### src/rtl/mem_arbiter.sv
// mem_arbiter: shares one ready-handshaked memory port between instruction
// fetch (IF, read-only) and load/store (LS). Runs one transaction at a time,
// returns read data with a one-cycle done pulse, and aborts a transaction
// with err_o when the memory does not answer within TIMEOUT busy cycles.
// Optional build macro MEM_ARBITER_RR_EN: round-robin arbitration between
// IF and LS; without it, LS has fixed priority and no pointer is built.
module mem_arbiter #(
   parameter int unsigned ADDR_W  = 32,
   parameter int unsigned DATA_W  = 32,
   parameter int unsigned TIMEOUT = 16
) (
   input  logic                clk_100MHz,
   input  logic                arst_n,
   input  logic                if_req_i,
   input  logic [ADDR_W-1:0]   if_addr_i,
   output logic                if_done_o,
   output logic [DATA_W-1:0]   if_rdata_o,
   input  logic                ls_req_i,
   input  logic                ls_we_i,
   input  logic [ADDR_W-1:0]   ls_addr_i,
   input  logic [DATA_W-1:0]   ls_wdata_i,
   input  logic [DATA_W/8-1:0] ls_wstrb_i,
   output logic                ls_done_o,
   output logic [DATA_W-1:0]   ls_rdata_o,
   output logic                err_o,
   output logic                hold_o,
   output logic                mem_req_o,
   output logic                mem_we_o,
   output logic [ADDR_W-1:0]   mem_addr_o,
   output logic [DATA_W-1:0]   mem_wdata_o,
   output logic [DATA_W/8-1:0] mem_wstrb_o,
   input  logic [DATA_W-1:0]   mem_rdata_i,
   input  logic                mem_ready_i
);

   localparam int unsigned STRB_W = DATA_W / 8;
   localparam int unsigned CNT_W  = $clog2(TIMEOUT);
   localparam logic [CNT_W-1:0] CNT_LAST = CNT_W'(TIMEOUT - 1);

   typedef enum logic [1:0] {
      IDLE    = 2'd0,
      BUSY_IF = 2'd1,
      BUSY_LS = 2'd2
   } state_e;

   state_e             state_q;
   logic [CNT_W-1:0]   tmo_cnt_q;
   logic               if_done_q;
   logic               ls_done_q;
   logic               err_q;
   logic [DATA_W-1:0]  if_rdata_q;
   logic [DATA_W-1:0]  ls_rdata_q;
   logic               mem_req_q;
   logic               mem_we_q;
   logic [ADDR_W-1:0]  mem_addr_q;
   logic [DATA_W-1:0]  mem_wdata_q;
   logic [STRB_W-1:0]  mem_wstrb_q;

   logic               busy_if;
   logic               busy_ls;
   logic               tmo_hit;
   logic               complete_d;
   logic               arb_en_d;
   logic               if_elig;
   logic               ls_elig;
   logic               grant_if_d;
   logic               grant_ls_d;

`ifdef MEM_ARBITER_RR_EN
   // 1 = LS was granted last, 0 = IF was granted last
   logic               rr_last_ls_q;
`endif

   // Completion/timeout detection, eligibility and winner selection
   always_comb begin
      busy_if    = (state_q == BUSY_IF);
      busy_ls    = (state_q == BUSY_LS);
      tmo_hit    = (busy_if | busy_ls) & (tmo_cnt_q == CNT_LAST);
      complete_d = (busy_if | busy_ls) & (mem_ready_i | tmo_hit);
      arb_en_d   = (state_q == IDLE) | complete_d;
      // A requester whose done pulse is showing still has its old request
      // up, so it only becomes eligible again one edge later.
      if_elig    = if_req_i & ~if_done_q & ~busy_if;
      ls_elig    = ls_req_i & ~ls_done_q & ~busy_ls;
`ifdef MEM_ARBITER_RR_EN
      grant_ls_d = ls_elig & (~if_elig | ~rr_last_ls_q);
`else
      grant_ls_d = ls_elig;
`endif
      grant_if_d = if_elig & ~grant_ls_d;
   end

`ifdef MEM_ARBITER_RR_EN
   // Round-robin pointer remembers who was granted most recently
   always_ff @(posedge clk_100MHz or negedge arst_n) begin
      if (!arst_n) begin
         rr_last_ls_q <= 1'b0;
      end else if (arb_en_d && (grant_if_d || grant_ls_d)) begin
         rr_last_ls_q <= grant_ls_d;
      end
   end
`endif

   // Transaction FSM with registered memory-bus and requester outputs
   always_ff @(posedge clk_100MHz or negedge arst_n) begin
      if (!arst_n) begin
         state_q     <= IDLE;
         tmo_cnt_q   <= '0;
         if_done_q   <= 1'b0;
         ls_done_q   <= 1'b0;
         err_q       <= 1'b0;
         if_rdata_q  <= '0;
         ls_rdata_q  <= '0;
         mem_req_q   <= 1'b0;
         mem_we_q    <= 1'b0;
         mem_addr_q  <= '0;
         mem_wdata_q <= '0;
         mem_wstrb_q <= '0;
      end else begin
         if_done_q <= 1'b0;
         ls_done_q <= 1'b0;
         err_q     <= 1'b0;

         case (state_q)
            BUSY_IF: begin
               if (complete_d) begin
                  if_done_q <= 1'b1;
                  err_q     <= ~mem_ready_i;
                  if (mem_ready_i) begin
                     if_rdata_q <= mem_rdata_i;
                  end
               end else begin
                  tmo_cnt_q <= tmo_cnt_q + CNT_W'(1);
               end
            end
            BUSY_LS: begin
               if (complete_d) begin
                  ls_done_q <= 1'b1;
                  err_q     <= ~mem_ready_i;
                  if (mem_ready_i && !mem_we_q) begin
                     ls_rdata_q <= mem_rdata_i;
                  end
               end else begin
                  tmo_cnt_q <= tmo_cnt_q + CNT_W'(1);
               end
            end
            default: ;
         endcase

         // Arbitration in IDLE and on every completion edge (back-to-back)
         if (arb_en_d) begin
            tmo_cnt_q <= '0;
            if (grant_ls_d) begin
               state_q     <= BUSY_LS;
               mem_req_q   <= 1'b1;
               mem_we_q    <= ls_we_i;
               mem_addr_q  <= ls_addr_i;
               mem_wdata_q <= ls_wdata_i;
               mem_wstrb_q <= ls_we_i ? ls_wstrb_i : '0;
            end else if (grant_if_d) begin
               state_q     <= BUSY_IF;
               mem_req_q   <= 1'b1;
               mem_we_q    <= 1'b0;
               mem_addr_q  <= if_addr_i;
               mem_wdata_q <= '0;
               mem_wstrb_q <= '0;
            end else begin
               state_q     <= IDLE;
               mem_req_q   <= 1'b0;
               mem_we_q    <= 1'b0;
               mem_wstrb_q <= '0;
            end
         end
      end
   end

   assign if_done_o   = if_done_q;
   assign ls_done_o   = ls_done_q;
   assign err_o       = err_q;
   assign if_rdata_o  = if_rdata_q;
   assign ls_rdata_o  = ls_rdata_q;
   assign mem_req_o   = mem_req_q;
   assign mem_we_o    = mem_we_q;
   assign mem_addr_o  = mem_addr_q;
   assign mem_wdata_o = mem_wdata_q;
   assign mem_wstrb_o = mem_wstrb_q;
   assign hold_o      = (if_req_i & ~if_done_q) | (ls_req_i & ~ls_done_q);

endmodule

### config.mk
export PLATFORM = sky130hd
export DESIGN_NAME = mem_arbiter
export DESIGN_NICKNAME = d
export VERILOG_FILES = /design/src/rtl/mem_arbiter.sv
export SDC_FILE = /design/constraint.sdc
export NUM_CORES = 1
export LEC_CHECK = 0
export CORE_MARGIN = 3
export CORE_UTILIZATION = 42
export CTS_CLUSTER_SIZE = 8
export DETAILED_ROUTE_END_ITERATION = 8
export PLACE_DENSITY = 0.81
export SLEW_MARGIN = 20
export SYNTH_ARGS = -nofsm -noshare
export SYNTH_HDL_FRONTEND = slang
export SYNTH_SLANG_ARGS = --single-unit
### constraint.sdc
create_clock -name clk_100MHz -period 2.52 [get_ports clk_100MHz]
set_input_delay 0.504 -clock clk_100MHz [delete_from_list [all_inputs] [get_ports clk_100MHz]]
set_output_delay 0.504 -clock clk_100MHz [all_outputs]
set_load 0.02 [all_outputs]
==> results of run 1 <==
[power by group]
| part | internal [mW] | switching, mW |
|---|---|---|
| clock | 1.57 | 0.898 |
| sequential | 3.34 | 0.615 |
| combinational | 3.27 | 3.15 |
[path summary, 6_finish.rpt]
kind                             from             end  slack (ns)  cells after the start
max reg2reg                state_q[1]  mem_addr_o[25]        0.39                      6
max                          ls_req_i          hold_o        0.07                      4
min                          mem_we_o        mem_we_o        0.50                      1
min reg2reg                  mem_we_o        mem_we_o        0.50                      1
min in group asynchronous      arst_n  ls_rdata_o[10]        0.55                      2
max in group asynchronous      arst_n  if_rdata_o[24]        1.26                      3
[routing by layer]
layer  vias to the layer above  track usage (%)  share of wire (%)
li1                       2212                -                  -
met1                      2416             26.7                 38
met2                       220             36.3                 50
met3                        37             6.61                8.3
met4                         0             10.3                3.2
met5                         -                0                  0
[layout make-up]
type,instances,area (um2),share of cell area [%]
Inverter,6,22.5,0.234
Sequential cell,143,3580,37.2
Timing Repair Buffer,292,2950,30.6
Tap cell,180,225,2.34
Clock inverter,10,140,1.46
Clock buffer,20,447,4.64
Multi-Input combinational cell,243,2270,23.6
[stage by stage]
| step | power [mW] | utilization, % | worst slack, ns |
|---|---|---|---|
| after global placement | 10.2 | 64.3 | 0.0529 |
| final | 12.8 | 68.6 | 0.0692 |
| after floorplan | 7.48 | - | 0.708 |
| after detailed placement | 10.4 | 64.3 | -0.0149 |
| after CTS | 13.0 | 68.6 | 0.0447 |
| after global routing | 13.5 | 68.6 | 0.0109 |
[flip-flops by register name (all words and copies together), names as in the netlist]
register     flops
err_o            1
if_done_o        1
if_rdata_o      32
ls_done_o        1
ls_rdata_o      32
mem_addr_o      32
mem_req_o        1
mem_wdata_o     32
mem_we_o         1
mem_wstrb_o      4
state_q          2
tmo_cnt_q        4
[kinds of logic after synthesis]
group,count (synthesis)
adders and majority gates,5
AOI/OAI and AO/OA,119
buffers and inverters,43
DFF,143
and+or+nand+nor,54
muxes,65
[what timing repair did]
item,4_1_cts,5_1_grt
endpoints found under the hold margin,29,0
buffers inserted,0,0
hold buffers,1,0
[worst register-to-register path, delay by kind of cell, from the launching register on]
kind / cells / cell delay (ns)
buf+inv: 2 / 0.37
compound gates: 1 / 0.10
simple gates: 2 / 0.66
flops: 1 / 0.39
fa+ha+maj: 1 / 0.47
[cells in the mapped netlist (3+ instances only)]
| master | count |
|---|---|
| sky130_fd_sc_hd__a21o_1 | 4 |
| sky130_fd_sc_hd__a22o_1 | 36 |
| sky130_fd_sc_hd__a2bb2oi_1 | 31 |
| sky130_fd_sc_hd__buf_2 | 15 |
| sky130_fd_sc_hd__buf_4 | 4 |
| sky130_fd_sc_hd__buf_6 | 8 |
| sky130_fd_sc_hd__clkbuf_1 | 9 |
| sky130_fd_sc_hd__dfrtp_1 | 143 |
| sky130_fd_sc_hd__ha_1 | 5 |
| sky130_fd_sc_hd__inv_1 | 6 |
| sky130_fd_sc_hd__mux2_2 | 65 |
| sky130_fd_sc_hd__nand2_1 | 4 |
| sky130_fd_sc_hd__nand3_1 | 3 |
| sky130_fd_sc_hd__o21ai_0 | 5 |
| sky130_fd_sc_hd__o31ai_1 | 31 |
| sky130_fd_sc_hd__or4b_1 | 12 |
| sky130_fd_sc_hd__or4b_2 | 19 |
==> summary.md, run 1 <==
| Metric | Value |
|---|---|
| Run status | `finished, final reports clean` |
| Starting Density | `between 40% and 50%` |
| Root Driver | `sky130_fd_sc_hd__clkbuf_16` |
| Number of clock sinks | `143` |
| Arrival time reported for the critical path endpoint | `just under 2 ns` |
| Instance count after placement with tap cells included | `between 800 and 900` |
| Number of buffers between clock root and the deepest sink | `2` |
| Final Max Slew Viols | `0` |
| Most used cells in the layout excluding fill and tap cells | `sky130_fd_sc_hd__clkdlybuf4s50_1 (274), sky130_fd_sc_hd__dfrtp_1 (143), sky130_fd_sc_hd__mux2_2 (65)` |
| Clock insertion delay at the later pin of the skew report | `around 0.41 ns` |
| Multiplexer share of the synthesized area | `between 10% and 20%` |
| Synthesized cell area | `just over 0.006 mm2` |
| Slew HR | `60.2%` |
| Mapped Cells | `429` |
| Distinct cell type count after synthesis | `43` |
| Synthesized netlist net count | `about 570` |
| Period utilization | `between 90% and 100%` |
| Slowest cell on crit path | `sky130_fd_sc_hd__clkdlybuf4s50_1` |
| Worst hold path type | `flop to flop` |
| Share of Yosys cell area claimed by the top area cell type | `58.6%` |
| Number of nets in the layout | `846` |
| Final hold vios | `0` |
| First DRT Iteration DRCs | `about 210` |
| Final Setup Violations | `0` |
| Antenna diode count | `0` |
| Total routing resource utilization after global routing | `between 20% and 30%` |
| Flip-flop and latch count after synthesis | `143` |
| Row Count | `43` |
| Clock transition at path regs | `0.05 ns` |
| Number of antenna violations at the first check in global routing | `0` |
| MaxCap Viol Count | `0` |
| Maximum fanout along the worst path | `3` |
| Placer Congestion | `roughly 0.90` |
| Layout area overhead | `57.6%` |
| Cells along the critical path | `clkdlybuf4s50_1 > inv_1 > o22ai_1 > clkdlybuf4s50_1` |
| Vias in the first global route | `~5,200` |
| Largest stage delay on the critical path | `0.63 ns` |
| Wire length of the first global-routing pass | `roughly 28 mm` |
| DR vias | `just under 5,000` |
| Number of flops mapped to enable cells by yosys | `0` |
| Fin Clk Skew | `0.00610 ns` |
| Adder-cell area share of the yosys netlist | `1.02%` |
| Final TNS setup | `0 ns` |
| Dominant combinational cell family by area after synthesis | `compound AO/OA/AOI/OAI gates` |
| Post-synthesis cell type with the largest combined area | `sky130_fd_sc_hd__dfrtp_1` |
| Xor/xnor share of the synthesized area | `0%` |
| TritonCTS clock tree | `yes` |
| Count of buffer and inverter cells on the critical path | `3` |
| Startpoint type of the worst setup path | `input port` |
| Antenna viol nets, final | `0` |
| Routed wirelength normalized by instance count | `about 20 um` |
| Async set-reset flop share out of synthesis | `100%` |
| Number of clock buffers inserted by TritonCTS | `17` |
| Crit-path most repeated cell | `sky130_fd_sc_hd__clkdlybuf4s50_1` |
| Leakage | `4.08 nW` |
| Most common library cell in the layout ignoring fill and taps | `sky130_fd_sc_hd__clkdlybuf4s50_1` |
| Number of levels the H-tree was split into | `4` |
| Area of all placed cells without fillers | `~0.0096 mm2` |
| Remaining global-route overflow | `0` |
| Setup repair after global routing missed its margin | `no` |
| Placeable Area | `roughly 0.014 mm2` |
| Number of filler cells placed in the layout | `between 900 and 1,000` |
| Number of I/O port buffers | `roughly 280` |
| Simple-Gate Fraction of Synth Area | `7.70%` |
| Synth Area per Inst | `between 10 and 15 um2` |
| Number of non-filler instances in the completed layout | `between 800 and 900` |
| Total power divided by cell area | `around 1300 mW/mm2` |
| Die area | `approximately 0.016 mm2` |
| Total I/O pin count | `between 200 and 300` |
| Vias per std cell | `between 5 and 6` |
| Max Fclk | `~400 MHz` |
| DRT Wirelength | `17.9 mm` |
| Share of the synthesized area in compound gates (AO/OA/AOI/OAI) | `approximately 16%` |
| Most used flip-flop cell after synthesis | `sky130_fd_sc_hd__dfrtp_1` |
| Data required, critical path | `a little over 2 ns` |
| # DRC | `0` |
| Number of gates resized after CTS | `0` |
| Worst IR Drop VDD | `around 0.00084 V` |
| Synthesis Warnings | `0` |
| Gate family responsible for the most delay along the worst path | `buffers and inverters` |
| Dominant cells by area after synthesis | `sky130_fd_sc_hd__dfrtp_1 (59%), sky130_fd_sc_hd__mux2_2 (12%), sky130_fd_sc_hd__a22o_1 (5.2%)` |
| Chip Height | `127 um` |
| Worst hold slack after final layout | `roughly 0.50 ns` |
| Transition at the pin with the smallest max-transition slack | `around 0.6 ns` |
| Setup CP Type | `input port to output port` |
| Number of search-and-repair iterations in the first detailed-routing pass | `4` |
| Die X-Extent | `about 130 um` |
| Placed cell area | `0.00903 mm2` |
| Half-perimeter wire length after placement | `approximately 13 mm` |
| Largest net degree at the start of global routing | `54` |
| Proportion of synthesized chip area in sequential cells | `roughly three fifths` |
| Clock period minus final worst setup slack | `~2.5 ns` |
| Worst setup EP type | `output port` |
| Share of cells above drive strength 1 | `between 10% and 20%` |
Note: power is estimated with default switching activity, not from simulation.
==> run 2, diff against run 1 <==
--- a/config.mk
+++ b/config.mk
@@ -6,10 +6,10 @@
 export NUM_CORES = 1
 export LEC_CHECK = 0
 export CORE_MARGIN = 3
-export CORE_UTILIZATION = 42
+export CORE_UTILIZATION = 45
 export CTS_CLUSTER_SIZE = 8
 export DETAILED_ROUTE_END_ITERATION = 8
-export PLACE_DENSITY = 0.81
+export PLACE_DENSITY = 0.86
 export SLEW_MARGIN = 20
 export SYNTH_ARGS = -nofsm -noshare
 export SYNTH_HDL_FRONTEND = slang
==> constraint.sdc (replaced) <==
create_clock -name clk_100MHz -period 3.2 [get_ports clk_100MHz]
set_input_delay 0.64 -clock clk_100MHz [delete_from_list [all_inputs] [get_ports clk_100MHz]]
set_output_delay 0.64 -clock clk_100MHz [all_outputs]
set_load 0.02 [all_outputs]
==> run 2 against run 1 <==
Worst hold slack worse by 0.28 ns. Largest cell class unchanged. Critical endpoint unchanged. First-iteration DRC count is 15% lower. Highest routed layer unchanged. Core utilization is 5.7 points higher. Total power is 20% lower. Wire length is 3.4% higher. Sequential cell count stayed put. Register-to-register slack better by 0.49 ns.
==> summary.md, run 2 (synthesized netlist as in run 1, its figures left out) <==
| Metric | Value |
|---|---|
| Number of antenna violations at the first check in global routing | `0` |
| Largest stage delay on the critical path | `1.00 ns` |
| Number of levels the H-tree was split into | `4` |
| Combinational cell fraction of total power | `49.0%` |
| Root Driver | `sky130_fd_sc_hd__clkbuf_16` |
| Design internal power | `about 6.5 mW` |
| Setup repair after global routing missed its margin | `no` |
| Number of filler cells placed in the layout | `slightly below 900` |
| Number of clock buffers inserted by TritonCTS | `17` |
| Transition at the pin with the smallest max-transition slack | `approximately 1.0 ns` |
| Period utilization | `between 80% and 90%` |
| Total power divided by cell area | `1070 mW/mm2` |
| Most used cells in the layout excluding fill and tap cells | `sky130_fd_sc_hd__clkdlybuf4s50_1 (274), sky130_fd_sc_hd__dfrtp_1 (143), sky130_fd_sc_hd__mux2_2 (65)` |
| Number of search-and-repair iterations in the first detailed-routing pass | `5` |
| Leakage | `4.07 nW` |
| Post-placement setup slack | `between 0.3 and 0.4 ns` |
| Reg power frac | `roughly 31%` |
| Routed wirelength normalized by instance count | `21.0 um` |
| Data required, critical path | `around 2.6 ns` |
| Slew HR | `about a third` |
| Final hold vios | `0` |
| Clock period minus final worst setup slack | `between 2 and 3 ns` |
| Max Fclk | `roughly 350 MHz` |
| Run status | `finished, final reports clean` |
| Number of buffers between clock root and the deepest sink | `2` |
| Share of cells above drive strength 1 | `roughly 20%` |
| Chip Height | `123 um` |
| Worst setup EP type | `output port` |
| Number of I/O port buffers | `275` |
| Worst IR Drop VDD | `around 0.00054 V` |
| Slowest cell on crit path | `sky130_fd_sc_hd__dfrtp_1` |
| Total routing resource utilization after global routing | `between 20% and 30%` |
| DR vias | `between 4,000 and 5,000` |
| Final Setup Violations | `0` |
| Most common library cell in the layout ignoring fill and taps | `sky130_fd_sc_hd__clkdlybuf4s50_1` |
| # DRC | `0` |
| Worst hold slack after final layout | `~0.22 ns` |
| Final TNS setup | `0 ns` |
| First DRT Iteration DRCs | `around 180` |
| Worst-case setup margin in the final layout | `between 0.3 and 0.4 ns` |
| Number of gates resized after CTS | `0` |
| Layout area overhead | `57.1%` |
| Clock insertion delay at the later pin of the skew report | `about 0.42 ns` |
| Placeable Area | `between 0.01 and 0.015 mm2` |
| Part of the power in the clock network | `roughly 20%` |
| Final Max Slew Viols | `0` |
| Startpoint type of the worst setup path | `flop` |
| Post-CTS setup buffer count | `0` |
| MaxCap Viol Count | `0` |
| Post-layout utilization of the core | `74.2%` |
| Area of all placed cells without fillers | `roughly 0.0096 mm2` |
| Clock transition at path regs | `0.06 ns` |
| Die X-Extent | `between 100 and 150 um` |
| Row Count | `41` |
| Total net switching power | `about 3.8 mW` |
| Wire length of the first global-routing pass | `28.0 mm` |
| Placed cell area | `approximately 0.009 mm2` |
| Die area | `0.0150 mm2` |
| Antenna diode count | `0` |
| Total I/O pin count | `~280` |
| Half-perimeter wire length after placement | `13.2 mm` |
| DRT Wirelength | `18.5 mm` |
| Vias in the first global route | `5,296` |
| Maximum fanout along the worst path | `36` |
| Setup CP Type | `flop to output port` |
| Number of clock sinks | `143` |
| Switching share of power | `36.6%` |
| Worst hold path type | `input port to async pin` |
| TritonCTS clock tree | `yes` |
| Antenna viol nets, final | `0` |
| Vias per std cell | `roughly 5.4` |
| Placer Congestion | `0.839` |
| Starting Density | `~47%` |
| Largest net degree at the start of global routing | `70` |
| Total of hold buffers inserted after clock tree synthesis | `0` |
| Remaining global-route overflow | `0` |
| Fin Clk Skew | `0.00810 ns` |
| Number of nets in the layout | `between 800 and 900` |
| Cells along the critical path | `o22ai_1 > clkdlybuf4s50_1` |
| Arrival time reported for the critical path endpoint | `2.20 ns` |
-- run 2: changes by cell type in the layout (fill, tap and decap cells not counted), sizes merged --
| cell | previous run | this run |
|---|---|---|
| dlygate4sd3 | 1 | 0 |
| clkinvlp | 3 | 1 |
| bufinv | 3 | 4 |
| clkinv | 4 | 5 |
| buf | 17 | 15 |
| inv | 6 | 8 |
-- run 2: per-layer routing --
metal  GRT usage, %  routed length [um]  up-vias
li1               -                   -     2191
met1           27.3                7010     2350
met2           42.1                9420      222
met3           6.96                1350       50
met4           12.6                 758        0
met5              0                   0        -
-- run 2: path summary, 6_finish.rpt --
| kind | cells past startpoint | slack (ns) | from | to |
|---|---|---|---|---|
| worst max-delay path | 2 | 0.36 | ls_done_o | hold_o |
| worst min-delay path | 1 | 0.22 | arst_n | if_rdata_o[11] |
| worst max register to register | 6 | 0.88 | state_q[0] | mem_addr_o[23] |
| worst min register to register | 1 | 0.50 | if_rdata_o[17] | if_rdata_o[17] |
| max in group asynchronous | 2 | 2.27 | arst_n | mem_wdata_o[31] |
| min in group clk_100MHz | 1 | 0.50 | if_rdata_o[17] | if_rdata_o[17] |
-- run 2: area by class of cell --
type / instances / area, um2 / share of cell area, %
Clock buffer: 20 / 447 / 4.65
Clock inverter: 12 / 181 / 1.89
Inverter: 6 / 22.5 / 0.235
Multi-Input combinational cell: 243 / 2270 / 23.6
Sequential cell: 143 / 3580 / 37.3
Tap cell: 172 / 215 / 2.24
Timing Repair Buffer: 289 / 2880 / 30.0
-- run 2: power groups by stage --
stage               Clock [mW]  Sequential, mW  Combinational (mW)
finish                    2.09            3.14                5.03
global route              2.20            3.23                5.31
CTS                       2.13            3.14                5.07
detailed placement           0            3.13                5.04
global placement             0            3.10                4.89
floorplan                    0            4.02                1.87
-- run 2: worst max-delay path, delay by kind of cell (launching register included) --
| kind | cells | cell delay (ns) |
|---|---|---|
| flip-flops | 1 | 1.00 |
| buffers and inverters | 1 | 0.59 |
| AO/OA/AOI/OAI | 1 | 0.20 |
-- run 2: per-stage QoR --
| step | instances | total power, mW |
|---|---|---|
| final | 885 | 10.3 |
| after global routing | 885 | 10.7 |
| after CTS | 885 | 10.3 |
| after detailed placement | 853 | 8.17 |
| after global placement | 853 | 7.99 |
| after floorplan | 429 | 5.89 |
==> run 3, diff against run 2 <==
--- a/config.mk
+++ b/config.mk
@@ -5,11 +5,11 @@
 export SDC_FILE = /design/constraint.sdc
 export NUM_CORES = 1
 export LEC_CHECK = 0
-export CORE_MARGIN = 3
+export CORE_MARGIN = 5
 export CORE_UTILIZATION = 45
 export CTS_CLUSTER_SIZE = 8
 export DETAILED_ROUTE_END_ITERATION = 8
-export PLACE_DENSITY = 0.86
+export PLACE_DENSITY = 0.84
 export SLEW_MARGIN = 20
 export SYNTH_ARGS = -nofsm -noshare
 export SYNTH_HDL_FRONTEND = slang
==> run 3 against run 2 <==
Cell count is 0.34% higher. Maximum frequency is 3.1% higher. Global-route usage is 1.2 points lower. Register-to-register slack better by 0.05 ns. Critical path depth is 2 higher. Total power is 2.1% lower. Sequential cell count stayed put. Non-clock buffer count stayed put. Setup slack better by 0.085 ns. Critical path type is now input port to output port. Critical endpoint unchanged. Highest routed layer unchanged.
==> summary.md, run 3 (synthesized netlist as in run 1, its figures left out) <==
| Metric | Value |
|---|---|
| Run status | `finished, final reports clean` |
| Most common library cell in the layout ignoring fill and taps | `sky130_fd_sc_hd__clkdlybuf4s50_1` |
| DRT Wirelength | `18.3 mm` |
| R2R setup slack | `~0.93 ns` |
| Row Count | `42` |
| Setup CP Type | `input port to output port` |
| Clock transition at path regs | `about 0.060 ns` |
| Worst-case setup margin in the final layout | `about 0.45 ns` |
| Wire length of the first global-routing pass | `29.1 mm` |
| Maximum fanout along the worst path | `2` |
| Final Setup Violations | `0` |
| Clock period minus final worst setup slack | `roughly 2.8 ns` |
| Data required, critical path | `approximately 2.6 ns` |
| Number of antenna violations at the first check in global routing | `0` |
| Remaining global-route overflow | `0` |
| Total of hold buffers inserted after clock tree synthesis | `0` |
| Starting Density | `around 46%` |
| TritonCTS clock tree | `yes` |
| Number of levels the H-tree was split into | `4` |
| Switching share of power | `36.9%` |
| Total net switching power | `between 3 and 4 mW` |
| Total I/O pin count | `roughly 280` |
| First DRT Iteration DRCs | `around 280` |
| Max Fclk | `roughly 360 MHz` |
| M3 GR Usage | `approximately 6.8%` |
| Number of clock buffers inserted by TritonCTS | `17` |
| Layout area overhead | `56.3%` |
| Startpoint type of the worst setup path | `input port` |
| Worst setup EP type | `output port` |
| Combinational cell fraction of total power | `~50%` |
| Antenna diode count | `0` |
| Number of filler cells placed in the layout | `a little under 900` |
| Share of cells above drive strength 1 | `around 20%` |
| Area of all placed cells without fillers | `around 0.0095 mm2` |
| Number of buffers between clock root and the deepest sink | `2` |
| GR Layer Usage met2 | `37.3%` |
| Antenna viol nets, final | `0` |
| Vias per std cell | `5.49` |
| Leakage | `between 4 and 5 nW` |
| Number of non-filler instances in the completed layout | `roughly 890` |
| Number of gates resized after CTS | `0` |
| # DRC | `0` |
| Total routing resource utilization after global routing | `between 20% and 30%` |
| Worst hold path type | `input port to async pin` |
| Depth of the most critical reg-to-reg path | `6` |
| Placeable Area | `~0.013 mm2` |
| Reg power frac | `between 30 and 40%` |
| Number of I/O port buffers | `275` |
| Post-layout utilization of the core | `71.8%` |
| Vias in the first global route | `5,365` |
| Most used cells in the layout excluding fill and tap cells | `sky130_fd_sc_hd__clkdlybuf4s50_1 (274), sky130_fd_sc_hd__dfrtp_1 (143), sky130_fd_sc_hd__mux2_2 (65)` |
| Instance count after placement with tap cells included | `about 860` |
| Design internal power | `between 6 and 7 mW` |
| Worst IR Drop VDD | `roughly 0.0006 V` |
| Number of search-and-repair iterations in the first detailed-routing pass | `4` |
| Transition at the pin with the smallest max-transition slack | `about 0.60 ns` |
| Global routing usage on met1 | `between 20% and 30%` |
| Post-CTS setup buffer count | `0` |
| Final Max Slew Viols | `0` |
| Setup repair after global routing missed its margin | `no` |
| MaxCap Viol Count | `0` |
| Arrival time reported for the critical path endpoint | `2.11 ns` |
| Placed cell area | `0.00896 mm2` |
| Fin Clk Skew | `roughly 0.009 ns` |
| Reg2reg start | `state_q[0]` |
| CP Launch Point | `ls_req_i` |
| Root Driver | `sky130_fd_sc_hd__clkbuf_16` |
| Routed wirelength normalized by instance count | `about 21 um` |
| Die area | `roughly 0.016 mm2` |
| Die X-Extent | `around 130 um` |
| Final hold vios | `0` |
| Part of the power in the clock network | `a little under a fifth` |
| Layer with the highest usage | `met2` |
| Period utilization | `between 80% and 90%` |
| Slew HR | `approximately 60%` |
| Largest net degree at the start of global routing | `75` |
| Placer Congestion | `between 0.8 and 0.9` |
| Number of nets in the layout | `around 840` |
| Final TNS setup | `0 ns` |
| Half-perimeter wire length after placement | `~13 mm` |
| Clock insertion delay at the later pin of the skew report | `0.41 ns` |
| Total power divided by cell area | `1050 mW/mm2` |
| Chip Height | `around 130 um` |
| Post-placement setup slack | `around 0.45 ns` |
| Number of clock sinks | `143` |
| DR vias | `4,877` |
run 3: changes by cell type in the layout (fill, tap and decap cells not counted):
cell / delta
sky130_fd_sc_hd__clkinv_4: -3
sky130_fd_sc_hd__clkinvlp_4: +3
sky130_fd_sc_hd__bufinv_16: -2
sky130_fd_sc_hd__clkbuf_1: -2
sky130_fd_sc_hd__buf_12: -1
sky130_fd_sc_hd__buf_4: +1
sky130_fd_sc_hd__clkbuf_8: +1
sky130_fd_sc_hd__clkinv_2: +1
sky130_fd_sc_hd__inv_6: +1
run 3: final cells by class:
class                           instances  area (um2)  area share, %
Clock buffer                           19         453           4.74
Clock inverter                         12         131           1.38
Inverter                                6        22.5          0.236
Multi-Input combinational cell        243        2270           23.8
Sequential cell                       143        3580           37.5
Tap cell                              176         220           2.31
Timing Repair Buffer                  289        2870           30.1
run 3: routing by layer:
layer	share of wire (%)	up-vias
met5	0	-
met4	4.2	0
met3	7.5	48
met2	49	237
met1	39	2392
li1	-	2200
run 3: critical path, cell delays in order:
cell and delay, ns:
sky130_fd_sc_hd__clkdlybuf4s50_1 0.52, sky130_fd_sc_hd__inv_1 0.05, sky130_fd_sc_hd__o22ai_1 0.24, sky130_fd_sc_hd__clkdlybuf4s50_1 0.66
run 3: per-stage QoR:
step / total power [mW] / hold WS [ns]
2_1_floorplan: 5.89 / 0.344
3_3_place_gp: 7.98 / 0.477
3_5_place_dp: 8.14 / 0.488
4_1_cts: 10.1 / 0.105
5_1_grt: 10.6 / 0.115
6_report: 10.0 / 0.106
run 3: power groups by stage:
stage / Sequential, mW / Clock, mW / Combinational (mW)
after floorplan: 4.02 / 0 / 1.87
after global placement: 3.07 / 0 / 4.91
after detailed placement: 3.11 / 0 / 5.03
after CTS: 3.12 / 1.97 / 5.05
after global routing: 3.22 / 2.07 / 5.28
final: 3.11 / 1.93 / 5.01
run 3: path summary, 6_finish.rpt:
check / endpoint
max in group asynchronous: mem_addr_o[23]
min in group clk_100MHz: mem_we_o
worst max register to register: mem_addr_o[3]
worst min register to register: mem_we_o
worst max-delay path: hold_o
worst min-delay path: ls_rdata_o[13]
